`src/rtl/isa_pkg.sv`:
```
// Shared fetch/decode definitions: NOP encoding, fetch FSM states, instruction field positions.
// Latency: n/a (types and constants only).
// Backpressure: n/a.
package isa_pkg;

  // Placed on the decoder bus whenever no real instruction is present.
  localparam logic [31:0] NOP_INSTR = 32'h0000_0000;

  // Byte increment between sequential instructions.
  localparam int PC_STEP_DEF = 4;

  // Fetch sequencer states.
  typedef enum logic [1:0] {
    FETCH = 2'd0,  // free to issue a request
    WAIT  = 2'd1,  // one request outstanding, address held
    DROP  = 2'd2   // outstanding response belongs to a squashed path
  } fetch_state_t;

  // Instruction field positions, shared with the decoder.
  localparam int OPCODE_LSB = 0;
  localparam int OPCODE_MSB = 6;
  localparam int RD_LSB     = 7;
  localparam int RD_MSB     = 11;
  localparam int FUNCT3_LSB = 12;
  localparam int FUNCT3_MSB = 14;
  localparam int RS1_LSB    = 15;
  localparam int RS1_MSB    = 19;
  localparam int RS2_LSB    = 20;
  localparam int RS2_MSB    = 24;
  localparam int FUNCT7_LSB = 25;
  localparam int FUNCT7_MSB = 31;

endpackage

```
`src/rtl/fetch_fifo.sv`:
```
// Small synchronous FIFO holding fetched {pc, instruction} entries; head is visible combinationally.
// Latency: a push is visible at the head the cycle after the push edge.
// Backpressure: none internally; the caller only pushes when a slot is free. Flush beats push and pop.
module fetch_fifo #(
  parameter int W     = 64,
  parameter int DEPTH = 2,
  localparam int AW   = (DEPTH > 1) ? $clog2(DEPTH) : 1,
  localparam int CW   = AW + 1
) (
  input  logic          clk,
  input  logic          rst,
  input  logic          push,
  input  logic [W-1:0]  push_dat,
  input  logic          pop,
  input  logic          flush,
  output logic [W-1:0]  head_dat,
  output logic [CW-1:0] count
);

  logic [W-1:0]  mem [DEPTH];
  logic [AW-1:0] wr_ptr;
  logic [AW-1:0] rd_ptr;
  logic          do_push;
  logic          do_pop;

  assign do_push = push && !flush;
  assign do_pop  = pop && !flush && (count != '0);

  // Storage write; contents need no reset because the head is qualified by count.
  always_ff @(posedge clk) begin
    if (do_push) begin
      mem[wr_ptr] <= push_dat;
    end
  end

  // Pointers and occupancy; flush empties the FIFO in one cycle.
  always_ff @(posedge clk or negedge rst) begin
    if (!rst) begin
      wr_ptr <= '0;
      rd_ptr <= '0;
      count  <= '0;
    end else if (flush) begin
      wr_ptr <= '0;
      rd_ptr <= '0;
      count  <= '0;
    end else begin
      if (do_push) begin
        wr_ptr <= wr_ptr + AW'(1);
      end
      if (do_pop) begin
        rd_ptr <= rd_ptr + AW'(1);
      end
      if (do_push && !do_pop) begin
        count <= count + CW'(1);
      end else if (do_pop && !do_push) begin
        count <= count - CW'(1);
      end
    end
  end

  assign head_dat = mem[rd_ptr];

endmodule

```
`src/rtl/fetch_unit.sv`:
```
// Instruction fetch front end: PC generation, req/ack memory fetch, small FIFO to the decoder, branch redirect.
// Latency: zero-wait memory into an empty FIFO gives valid one cycle after the ack edge.
// Backpressure: stall holds the head; new requests issue only while a FIFO slot is (or becomes) free.
module fetch_unit
  import isa_pkg::*;
#(
  parameter int             bus      = 32,
  parameter int             DEPTH    = 2,
  parameter logic [bus-1:0] RESET_PC = '0,
  parameter int             PC_STEP  = PC_STEP_DEF
) (
  input  logic           clk,
  input  logic           rst,
  output logic           imem_req,
  output logic [bus-1:0] imem_addr,
  input  logic           imem_ack,
  input  logic [31:0]    imem_rdata,
  input  logic           stall,
  input  logic           branch_taken,
  input  logic [bus-1:0] branch_target,
  output logic [31:0]    instruction,
  output logic [bus-1:0] PCo,
  output logic           valid
);

  localparam int             CW   = ((DEPTH > 1) ? $clog2(DEPTH) : 1) + 1;
  localparam logic [CW-1:0]  FULL = CW'(DEPTH);
  localparam int             EW   = bus + 32;

  fetch_state_t   state;
  fetch_state_t   state_nxt;
  logic [bus-1:0] fetch_pc;
  logic           fetch_en;
  logic [CW-1:0]  count;
  logic [EW-1:0]  head_dat;
  logic           hs;
  logic           push;
  logic           pop;
  logic           space;

  // Handshake completes whenever ack meets an asserted request.
  assign hs    = imem_req && imem_ack;
  // A squashed-path response never reaches the FIFO.
  assign push  = hs && !branch_taken;
  assign pop   = valid && !stall;
  // A slot being vacated this cycle counts as free.
  assign space = (count < FULL) || pop;

  assign valid       = (count != '0);
  assign instruction = valid ? head_dat[31:0] : NOP_INSTR;
  assign PCo         = valid ? head_dat[EW-1:32] : '0;
  assign imem_addr   = fetch_pc;

  // Holds requests off for one cycle after reset release so req never races the release edge.
  always_ff @(posedge clk or negedge rst) begin
    if (!rst) begin
      fetch_en <= 1'b0;
    end else begin
      fetch_en <= 1'b1;
    end
  end

  // FSM state register.
  always_ff @(posedge clk or negedge rst) begin
    if (!rst) begin
      state <= FETCH;
    end else begin
      state <= state_nxt;
    end
  end

  // FSM next state: an unanswered request becomes WAIT, or DROP if its path was squashed.
  always_comb begin
    state_nxt = state;
    unique case (state)
      FETCH: begin
        if (imem_req && !imem_ack) begin
          state_nxt = branch_taken ? DROP : WAIT;
        end
      end
      WAIT: begin
        if (imem_ack) begin
          state_nxt = FETCH;
        end else if (branch_taken) begin
          state_nxt = DROP;
        end
      end
      DROP: begin
        if (imem_ack) begin
          state_nxt = FETCH;
        end
      end
      default: state_nxt = FETCH;
    endcase
  end

  // FSM outputs: request while waiting, or when idle with room in the FIFO.
  always_comb begin
    imem_req = 1'b0;
    unique case (state)
      FETCH:   imem_req = fetch_en && space;
      WAIT:    imem_req = 1'b1;
      DROP:    imem_req = 1'b0;
      default: imem_req = 1'b0;
    endcase
  end

  // PC register: redirect has priority; otherwise advance on each accepted word (wraps modulo 2^bus).
  always_ff @(posedge clk or negedge rst) begin
    if (!rst) begin
      fetch_pc <= RESET_PC;
    end else if (branch_taken) begin
      fetch_pc <= branch_target;
    end else if (push) begin
      fetch_pc <= fetch_pc + bus'(PC_STEP);
    end
  end

  fetch_fifo #(
    .W     (EW),
    .DEPTH (DEPTH)
  ) u_fifo (
    .clk      (clk),
    .rst      (rst),
    .push     (push),
    .push_dat ({fetch_pc, imem_rdata}),
    .pop      (pop),
    .flush    (branch_taken),
    .head_dat (head_dat),
    .count    (count)
  );

endmodule

```
`config.mk`:
```
export PLATFORM = sky130hd
export DESIGN_NAME = fetch_unit
export DESIGN_NICKNAME = d
export VERILOG_FILES = /design/src/rtl/isa_pkg.sv /design/src/rtl/fetch_fifo.sv /design/src/rtl/fetch_unit.sv
export SDC_FILE = /design/constraint.sdc
export NUM_CORES = 1
export LEC_CHECK = 0
export BUFFER_PORTS_ARGS = -buffer_cell sky130_fd_sc_hd__buf_2
export CAP_MARGIN = 20
export CORE_MARGIN = 2
export CORE_UTILIZATION = 49
export DETAILED_ROUTE_END_ITERATION = 8
export GPL_TIMING_DRIVEN = 0
export PLACE_DENSITY = 0.8
export SYNTH_ARGS = -nofsm -noshare
export SYNTH_HDL_FRONTEND = slang
export SYNTH_SLANG_ARGS = --single-unit
```
`constraint.sdc`:
```
create_clock -name clk -period 5.9 [get_ports clk]
set_input_delay 0.59 -clock clk [delete_from_list [all_inputs] [get_ports clk]]
set_output_delay 0.59 -clock clk [all_outputs]
set_load 0.01 [all_outputs]
```
# Yosys cells after proc, flatten, opt, wreduce, memory -nomap -nowiden
# Memories as Yosys holds them, arrays and structs flattened.
# Cells that the tools add are included.
dict set report totals {
  memories 1
  mem_bits_rw 128
  reg_bits 39
  input_bits 69
  output_inout_bits 98
}
dict set report op_classes {
  addsub 5
  reduce_logical 23
  n_lt_le_gt_ge 1
  n_mux 20
  eq_ne 5
}
# name depth width read_ports rd_clocked_by_memory_dff wr line_no
set mem_list {}
lappend mem_list {u_fifo.mem 2 64 1 0 1 fetch_fifo.sv:20} ;# logic [W-1:0] mem [DEPTH];
# operator n
set op_table {}
lappend op_table {{$mux 32} 4}
lappend op_table {{$add 32x3->32 const B} 1}
lappend op_table {{$mux 2} 8}
lappend op_table {{$logic_and 1x1->1} 10}
lappend op_table {{$reduce_bool 2->1} 4}
lappend op_table {{$mux 1} 6}
lappend op_table {{$pmux 2 s3} 1}
lappend op_table {{$logic_not 1->1} 5}
lappend op_table {{$ne 2x2->1 const B} 2}
lappend op_table {{$ne 3x3->1 const B} 1}
lappend op_table {{$reduce_and 3->1} 1}
lappend op_table {{$reduce_bool 3->1} 1}
lappend op_table {{$add 1x1->1 const B} 2}
lappend op_table {{$add 2x1->2 const B} 1}
lappend op_table {{$eq 2x1->1 const B} 1}
lappend op_table {{$eq 2x2->1 const B} 1}
lappend op_table {{$logic_not 2->1} 1}
lappend op_table {{$lt 2x2->1 const B} 1}
lappend op_table {{$pmux 1 s2} 1}
lappend op_table {{$sub 2x1->2 const B} 1}
lappend op_table {{$logic_or 1x1->1} 1}

# Depth between registers and ports, before layout
# Gate-level depths: netlist (run 1).
dict set report logic_depth {
  depth_word 13
  mapped_depth 7
  mapped_depth_nobuf 5
}

# Cells and area by module
# Synthesis (run 1) repeated with hierarchy kept, for this count alone.
dict set report hier_totals {
  cells_unflattened 511
  area_unflattened_um2 7270.7
}
# mod area_per_inst_um2 instances seq_area_each_um2 cells_per_inst
set modules_own_cells {}
lappend modules_own_cells {fetch_fifo 4858.4 1 3943.8 222}
lappend modules_own_cells {fetch_unit 2412.3 1 875.8 289}

# Worst setup path after synthesis (run 1)
# Ideal clock, no wire load.
dict set report synth_timing {
  kind {input to register}
  start {in stall}
  end {mem u_fifo.mem[0][0] (enable)}
  n_path_buf 1
  t_arrival_ns 5.604
  required_time_ns 5.335
  setup_slack_ns -0.269
  stages 4
  path_cell_list {buf_2 -> a21boi_1 -> o211ai_1 -> nor3_1}
}
dict set report synth_via {
  elab_chain_cells 10
}
# item line_no
set synth_lines {}
lappend synth_lines {{start: declaration} fetch_unit.sv:18} ;# input logic stall,
lappend synth_lines {{$logic_not 1->1} fetch_unit.sv:45} ;# assign pop = valid && !stall;
lappend synth_lines {{$logic_and 1x1->1} fetch_unit.sv:45}
lappend synth_lines {{$logic_or 1x1->1} fetch_unit.sv:47} ;# assign space = (count < FULL) || pop;
lappend synth_lines {{$logic_and 1x1->1} fetch_unit.sv:101} ;# FETCH: imem_req = fetch_en && space;
lappend synth_lines {{$pmux 1 s2} fetch_unit.sv:100} ;# unique case (state)
lappend synth_lines {{$logic_and 1x1->1} fetch_unit.sv:42} ;# assign hs = imem_req && imem_ack;
lappend synth_lines {{$logic_and 1x1->1} fetch_unit.sv:44} ;# assign push = hs && !branch_taken;
lappend synth_lines {{$logic_and 1x1->1} fetch_fifo.sv:26} ;# assign do_push = push && !flush;
lappend synth_lines {{$mux 1} fetch_fifo.sv:31} ;# if (do_push) begin
lappend synth_lines {{$mux 1 (not written as such)} fetch_fifo.sv:32} ;# mem[wr_ptr] <= push_dat;
lappend synth_lines {{end: declaration} fetch_fifo.sv:20}
# Every way passes these cells.

# Worst setup path in the final report (run 1)
dict set report layout_timing {
  start {reg u_fifo.count[1]}
  end {out PCo[3]}
}
dict set report layout_via {
  elab_chain_cells 2
}
# item line_no
set layout_lines {}
lappend layout_lines {{start: declaration} fetch_fifo.sv:17} ;# output logic [CW-1:0] count
lappend layout_lines {{start signal: assignment} fetch_fifo.sv:54} ;# count <= count + CW'(1);
lappend layout_lines {{start signal: assignment} fetch_fifo.sv:56} ;# count <= count - CW'(1);
lappend layout_lines {{$reduce_bool 2->1} fetch_unit.sv:49} ;# assign valid = (count != '0);
lappend layout_lines {{$mux 32} fetch_unit.sv:51} ;# assign PCo = valid ? head_dat[EW-1:32] : '0;
lappend layout_lines {{end: declaration} fetch_unit.sv:22} ;# output logic [bus-1:0] PCo,
# Every way passes these cells.

==> flow_metrics.py, run 1 <==
metrics = {
    "power": {
        "p_per_area_mw_per_mm2": 304,
        "p_leak_uw": 0.00333,
        "peakVddDrop_uv": 225,
        "total_power_uw": 2710,
    },
    "synthesis": {
        "ys_ff_latch": 167,
        "yosysSeqAreaShare": 0.672,
        "yosys_most_used_dff": "edfxtp_1",
        "synth_cell_types": 51,
        "async_flop_share": 0.234,
        "syn-cell-area_mm2": 0.00718,
        "ys_warn_count": 0,
        "syn_area_per_cell_um2": 13.3,
        "syn_inst": 539,
        "synth_edf_count": 128,
        "syn_nets": 609,
    },
    "sta": {
        "slew_headroom": 0.378,
        "drv_slew": 0,
        "setup_viol": 0,
        "rsz0062_at_grt": "false",
        "period_minus_slack_ns": 3.30,
        "worstMarginPinSlew_ns": 0.933,
        "setup_tns_ns": 0,
        "skew_ns": 0.0129,
        "fmax_mhz": 303,
        "min_period_over_period": 0.559,
        "finalHoldViolCount": 0,
        "postLayoutSetupSlackWorst_ns": 2.60,
    },
    "worst_setup_path": {
        "crit_type": "reg2out",
        "path_delay_family": "buffers and inverters",
        "path_cells": "nor2_1 > clkbuf_1 > buf_1 > nor2_1 > buf_2",
        "path_common_cell": "nor2_1",
        "crit_arrival_ns": 2.71,
        "end_kind": "output pin",
        "crit_buf_inv": 3,
        "cp-start-kind": "flip-flop",
        "critical_path_peak_fanout": 10,
        "slowest_stage": "clkbuf_1",
        "reg2reg_from": "u_fifo.count[1]",
        "worstPathRequired_ns": 5.31,
        "crit_path_max_incr_delay_ns": 0.60,
        "critPathLaunch": "u_fifo.count[1]",
    },
    "clocking": {
        "clk_path_buf_depth": 2,
        "clk_latency_ns": 0.42,
        "cts.sinks": 167,
        "cts_root_buf": "clkbuf_16",
        "htree_levels": 4,
        "clkSlewWorstSetupHoldPaths_ns": 0.06,
        "cts_resized": 0,
        "postCtsHoldBufs": 0,
        "cts_setup_buffers": 0,
        "numCtsBuffers": 17,
        "cts_tree": "yes",
    },
    "die": {
        "io_pins": 167,
        "die_h_um": 125,
        "core.rowCount": 44,
        "start_util": 0.497,
        "fp.dieW_um": 125,
        "die_area_mm2": 0.0156,
        "core_region_area_mm2": 0.0144,
    },
    "routing": {
        "routed_wl_um": 16900,
        "wl_per_cell_um": 18.3,
        "initialDrtViolationCount": 435,
        "ant_nets": 0,
        "vias": 5198,
        "firstDrtPassIters": 5,
        "drc_errors": 0,
        "viasPerCell": 5.63,
    },
    "place": {
        "gp_congestion": 0.911,
        "dpl_cell_area_mm2": 0.00833,
        "placed_cells_incl_taps": 891,
        "dp.final_hpwl_um": 11700,
        "port_buffers": 164,
        "dpl_worst_slack_ns": 2.98,
    },
    "run_status": {
        "outcome": "finished, final reports clean",
    },
    "final_layout": {
        "drive_gt1_frac": 0.290,
        "num-fill-cells": 1147,
        "layout.cells.non_filler": 923,
        "diodes": 0,
        "final_area_mm2": 0.00889,
        "syn_to_final_growth_pct": 23.9,
        "nNetsFinal": 796,
    },
    "grt": {
        "grt_max_degree": 65,
        "track_usage": 0.218,
        "grt_pass1_wl_um": 26500,
        "grt_pass1_vias": 5197,
        "grt_antenna_before_repair": 0,
        "grt_remaining_overflow": 0,
    },
    "hold_path": {
        "hold_path.class": "in2async",
    },
    "run": {
        "drv_cap": 0,
    },
}
==> worst register-to-register path, stage by stage (launching register included) <==
cell and delay [ns]:
dfrtp_1 0.45, a21boi_1 0.39, o211ai_1 0.27, nor3_4 0.55
buf_8 0.25, buf_16 0.17, buf_8 0.15
==> kinds of logic (layout without fill, tap and decap cells) <==
kind of cell               Yosys count  in the layout  synth area share
xor gates and xnor gates             7              7           0.00854
adders and majority gates            1              1           0.00174
buffers and inverters               40            240            0.0258
and+or+nand+nor                    178            178             0.124
DFF                                167            167             0.672
muxes                               67             67            0.0938
other                                1              1          0.000523
AOI/OAI and AO/OA                   78             78            0.0738
==> power breakdown <==
part           internal (uW)  switching, uW  leakage [uW]
combinational            113            163       0.00145
clock                    618            435      0.000268
sequential              1320           52.8       0.00161
total                   2060            651       0.00333
==> cell usage in the layout (no fill, tap or decap), types with 5 or more instances in the layout <==
cell       synthesis  final
buf_2              3    167
edfxtp_1         128    128
nor2_1            89     89
mux2i_1           65     65
dfrtp_1           39     39
or4_1             21     21
clkbuf_1          18     19
a31oi_1           19     19
nand2_1           18     18
clkbuf_16          0     17
nand3_1           15     15
o21ai_0           15     15
o31ai_1           12     12
inv_1              9      9
buf_1              6      6
a21oi_1            6      6
nand4_1            5      5
nand4b_1           5      5
clkinv_1           0      5
==> through the flow <==
step,utilization,hold slack (ns)
after global routing,0.616,0.349
after floorplan,-,0.294
after CTS,0.616,0.332
after global placement,0.571,0.467
final,0.616,0.306
after detailed placement,0.577,0.493
==> sequential cells by signal (all words and copies together) (netlist names) <==
| name | cells |
|---|---|
| u_fifo.mem | 128 |
| imem_addr | 32 |
| state | 2 |
| u_fifo.count | 2 |
| fetch_en | 1 |
| u_fifo.rd_ptr | 1 |
| u_fifo.wr_ptr | 1 |
==> routing by layer <==
layer	vias up	track usage	share of wire
met2	227	0.350	0.48
met3	32	0.0496	0.067
met1	2509	0.288	0.44
li1	2430	-	-
met5	-	0	0
met4	0	0.0954	0.021
==> area by class of cell <==
type / count / area, um2 / area share
Sequential cell: 167 / 4820 / 0.542
Multi-Input combinational cell: 332 / 2190 / 0.246
Timing Repair Buffer: 168 / 906 / 0.102
Clock buffer: 18 / 429 / 0.0483
Tap cell: 184 / 230 / 0.0259
Buffer: 31 / 151 / 0.0170
Clock inverter: 14 / 134 / 0.0151
Inverter: 9 / 33.8 / 0.00380
==> cell usage after synthesis (2+ instances only) <==
cell	number	area share
edfxtp_1	128	0.54
nor2_1	89	0.047
mux2i_1	65	0.091
dfrtp_1	39	0.14
or4_1	21	0.022
a31oi_1	19	0.017
clkbuf_1	18	0.0094
nand2_1	18	0.0094
nand3_1	15	0.010
o21ai_0	15	0.010
o31ai_1	12	0.013
inv_1	9	0.0047
a21oi_1	6	0.0042
buf_1	6	0.0031
nand4_1	5	0.0044
nand4b_1	5	0.0061
nor2b_1	4	0.0035
o41ai_1	4	0.0049
or3_1	4	0.0035
xnor2_1	4	0.0049
a2111oi_0	3	0.0037
a211oi_1	3	0.0031
a221oi_1	3	0.0037
and3_1	3	0.0026
buf_2	3	0.0021
clkbuf_8	3	0.0058
o211ai_1	3	0.0031
o21a_1	3	0.0031
xor2_1	3	0.0037
and3_2	2	0.0021
mux2_2	2	0.0031
nand3_2	2	0.0028
nor4_1	2	0.0017
==> worst paths after layout <==
kind / endpoint / slack (ns) / cells after the start
hold reg to reg: u_fifo.mem[1][33] / 0.50 / 0
min in group clk: u_fifo.mem[1][17] / 0.36 / 1
max in group asynchronous: imem_addr[0] / 4.99 / 1
setup reg to reg: u_fifo.mem[0][33] / 3.36 / 6
setup / recovery: PCo[3] / 2.60 / 5
hold / removal: imem_addr[29] / 0.31 / 1
(Power assumes the default switching activity.)
==> inputs of run 2 (changes only) <==
- clock period: 5.9 -> 2.9 ns (I/O delays scaled with it)
==> run 2 against run 1 <==
Compared with the run above:
- total power up 110%
- count of clock-buffer cells in the layout up 3
- first-iteration DRC count up 14%
- worst setup slack worse by 2.3 ns
- worst hold slack worse by 0.29 ns
- critical path type unchanged
- via count up 1.2%
- clock skew down 0.0047 ns
- combinational power up 100%
- sequential power up 100%
- cell area up 0.86%
- die area unchanged
- global-route usage up 0.21 points
==> flow_metrics.py, run 2 (synthesized netlist as in run 1, its figures left out) <==
metrics = {
    "worst_setup_path": {
        "path_cells": "nor2_2 > clkbuf_2 > buf_1 > nor2_1 > buf_2",
        "slowest_stage": "dfrtp_1",
        "end_kind": "output pin",
        "crit_path_max_incr_delay_ns": 0.47,
        "crit_arrival_ns": 2.33,
        "cp-start-kind": "flip-flop",
        "critical_path_peak_fanout": 10,
        "crit_type": "reg2out",
        "path_delay_family": "buffers and inverters",
        "worstPathRequired_ns": 2.61,
        "crit_buf_inv": 3,
    },
    "die": {
        "fp.dieW_um": 125,
        "core.rowCount": 44,
        "io_pins": 167,
        "die_h_um": 125,
        "core_region_area_mm2": 0.0144,
        "die_area_mm2": 0.0156,
        "start_util": 0.497,
    },
    "final_layout": {
        "diodes": 0,
        "top_register": "u_fifo.mem",
        "layout.cells.non_filler": 921,
        "regArea_mm2": 0.00482,
        "num-fill-cells": 1109,
        "nNetsFinal": 794,
        "final_cell_mix": "buf_2, edfxtp_1, nor2_1",
        "syn_to_final_growth_pct": 25.0,
        "largest_reg_flops": 128,
        "drive_gt1_frac": 0.304,
        "layout_commonest_cell": "buf_2",
        "final_area_mm2": 0.00897,
        "multi_input_area_mm2": 0.00219,
    },
    "clocking": {
        "cts.sinks": 167,
        "postCtsHoldBufs": 0,
        "cts_root_buf": "clkbuf_16",
        "cts_tree": "yes",
        "clk_latency_ns": 0.42,
        "numCtsBuffers": 17,
        "htree_levels": 4,
        "clkSlewWorstSetupHoldPaths_ns": 0.07,
        "clk_path_buf_depth": 2,
    },
    "place": {
        "gp_congestion": 0.917,
        "port_buffers": 164,
        "placed_cells_incl_taps": 890,
        "dpl_cell_area_mm2": 0.00833,
        "dp.final_hpwl_um": 11800,
    },
    "sta": {
        "finalHoldViolCount": 0,
        "worstMarginPinSlew_ns": 0.944,
        "setup_viol": 0,
        "skew_ns": 0.00822,
        "whs_ns": 0.0117,
        "slew_headroom": 0.371,
        "setup_tns_ns": 0,
        "fmax_mhz": 382,
        "drv_slew": 0,
        "min_period_over_period": 0.902,
        "rsz0062_at_grt": "false",
        "period_minus_slack_ns": 2.62,
    },
    "run_status": {
        "outcome": "finished, final reports clean",
    },
    "grt": {
        "grt_remaining_overflow": 0,
        "grt_pass1_vias": 5204,
        "grt_antenna_before_repair": 0,
        "track_usage": 0.220,
        "grt_pass1_wl_um": 26900,
        "grt_max_degree": 65,
    },
    "routing": {
        "ant_nets": 0,
        "vias": 5259,
        "drc_errors": 0,
        "initialDrtViolationCount": 497,
        "wl_per_cell_um": 18.7,
        "routed_wl_um": 17200,
        "firstDrtPassIters": 6,
        "viasPerCell": 5.71,
    },
    "power": {
        "total_power_uw": 5760,
        "p_leak_uw": 0.00338,
        "peakVddDrop_uv": 375,
        "p_per_area_mw_per_mm2": 643,
    },
    "hold_path": {
        "hold_path.class": "in2async",
    },
    "run": {
        "drv_cap": 0,
    },
}
run 2: changes by cell type in the layout (fill, tap and decap cells not counted), sizes merged:
cell      before  now
clkinvlp       2    1
clkinv         9    5
buf          177  175
clkbuf        40   43
bufinv         2    4
run 2: routing by layer:
layer,share of wire,track usage
met5,0,0
met4,0.021,0.0810
met3,0.072,0.0505
met2,0.49,0.362
met1,0.42,0.290
run 2: final timing paths:
| check | from | to | slack (ns) | cells past startpoint |
|---|---|---|---|---|
| max in group asynchronous | rst | imem_addr[16] | 2.29 | 1 |
| worst min-delay path | rst | imem_addr[28] | 0.01 | 1 |
| worst max register to register | u_fifo.count[1] | u_fifo.mem[0][32] | 0.46 | 5 |
| worst min register to register | imem_addr[0] | u_fifo.mem[1][32] | 0.51 | 0 |
| worst max-delay path | u_fifo.count[1] | PCo[5] | 0.28 | 5 |
| min in group clk | imem_rdata[15] | u_fifo.mem[0][15] | 0.06 | 1 |
run 2: power by group:
part	switching, uW	internal, uW
registers	112	2700
logic	329	231
clock network	906	1490
run 2: what timing repair did:
item / in CTS / in global routing
endpoints found under the setup margin: 40 / 44
hold endpoints to repair: 0 / 0
gates resized for setup: 1 / 8
cloned: 0 / 0
buffers inserted: 0 / 0
pin swaps: 0 / 0
run 2: cell type report:
class,instances,area share
clock buffers,21,0.0513
inverters,9,0.00377
multi-input cells,332,0.245
clock inverters,11,0.0193
well taps,184,0.0257
plain buffers,30,0.0172
flip-flops and latches,167,0.537
repair buffers,167,0.101
run 2: worst register-to-register path: stages, from the launching register on:
cell,delay (ns)
dfrtp_1,0.47
a21boi_2,0.28
o211ai_1,0.25
nor3_4,0.74
buf_16,0.24
buf_16,0.17
run 2: per-stage QoR:
| step | utilization | setup WS, ns |
|---|---|---|
| final | 0.622 | 0.285 |
| after CTS | 0.621 | 0.00732 |
| after detailed placement | 0.577 | 0.315 |
| after global placement | 0.571 | -1.01 |
| after floorplan | - | 0.0000422 |
| after global routing | 0.622 | 0.0958 |
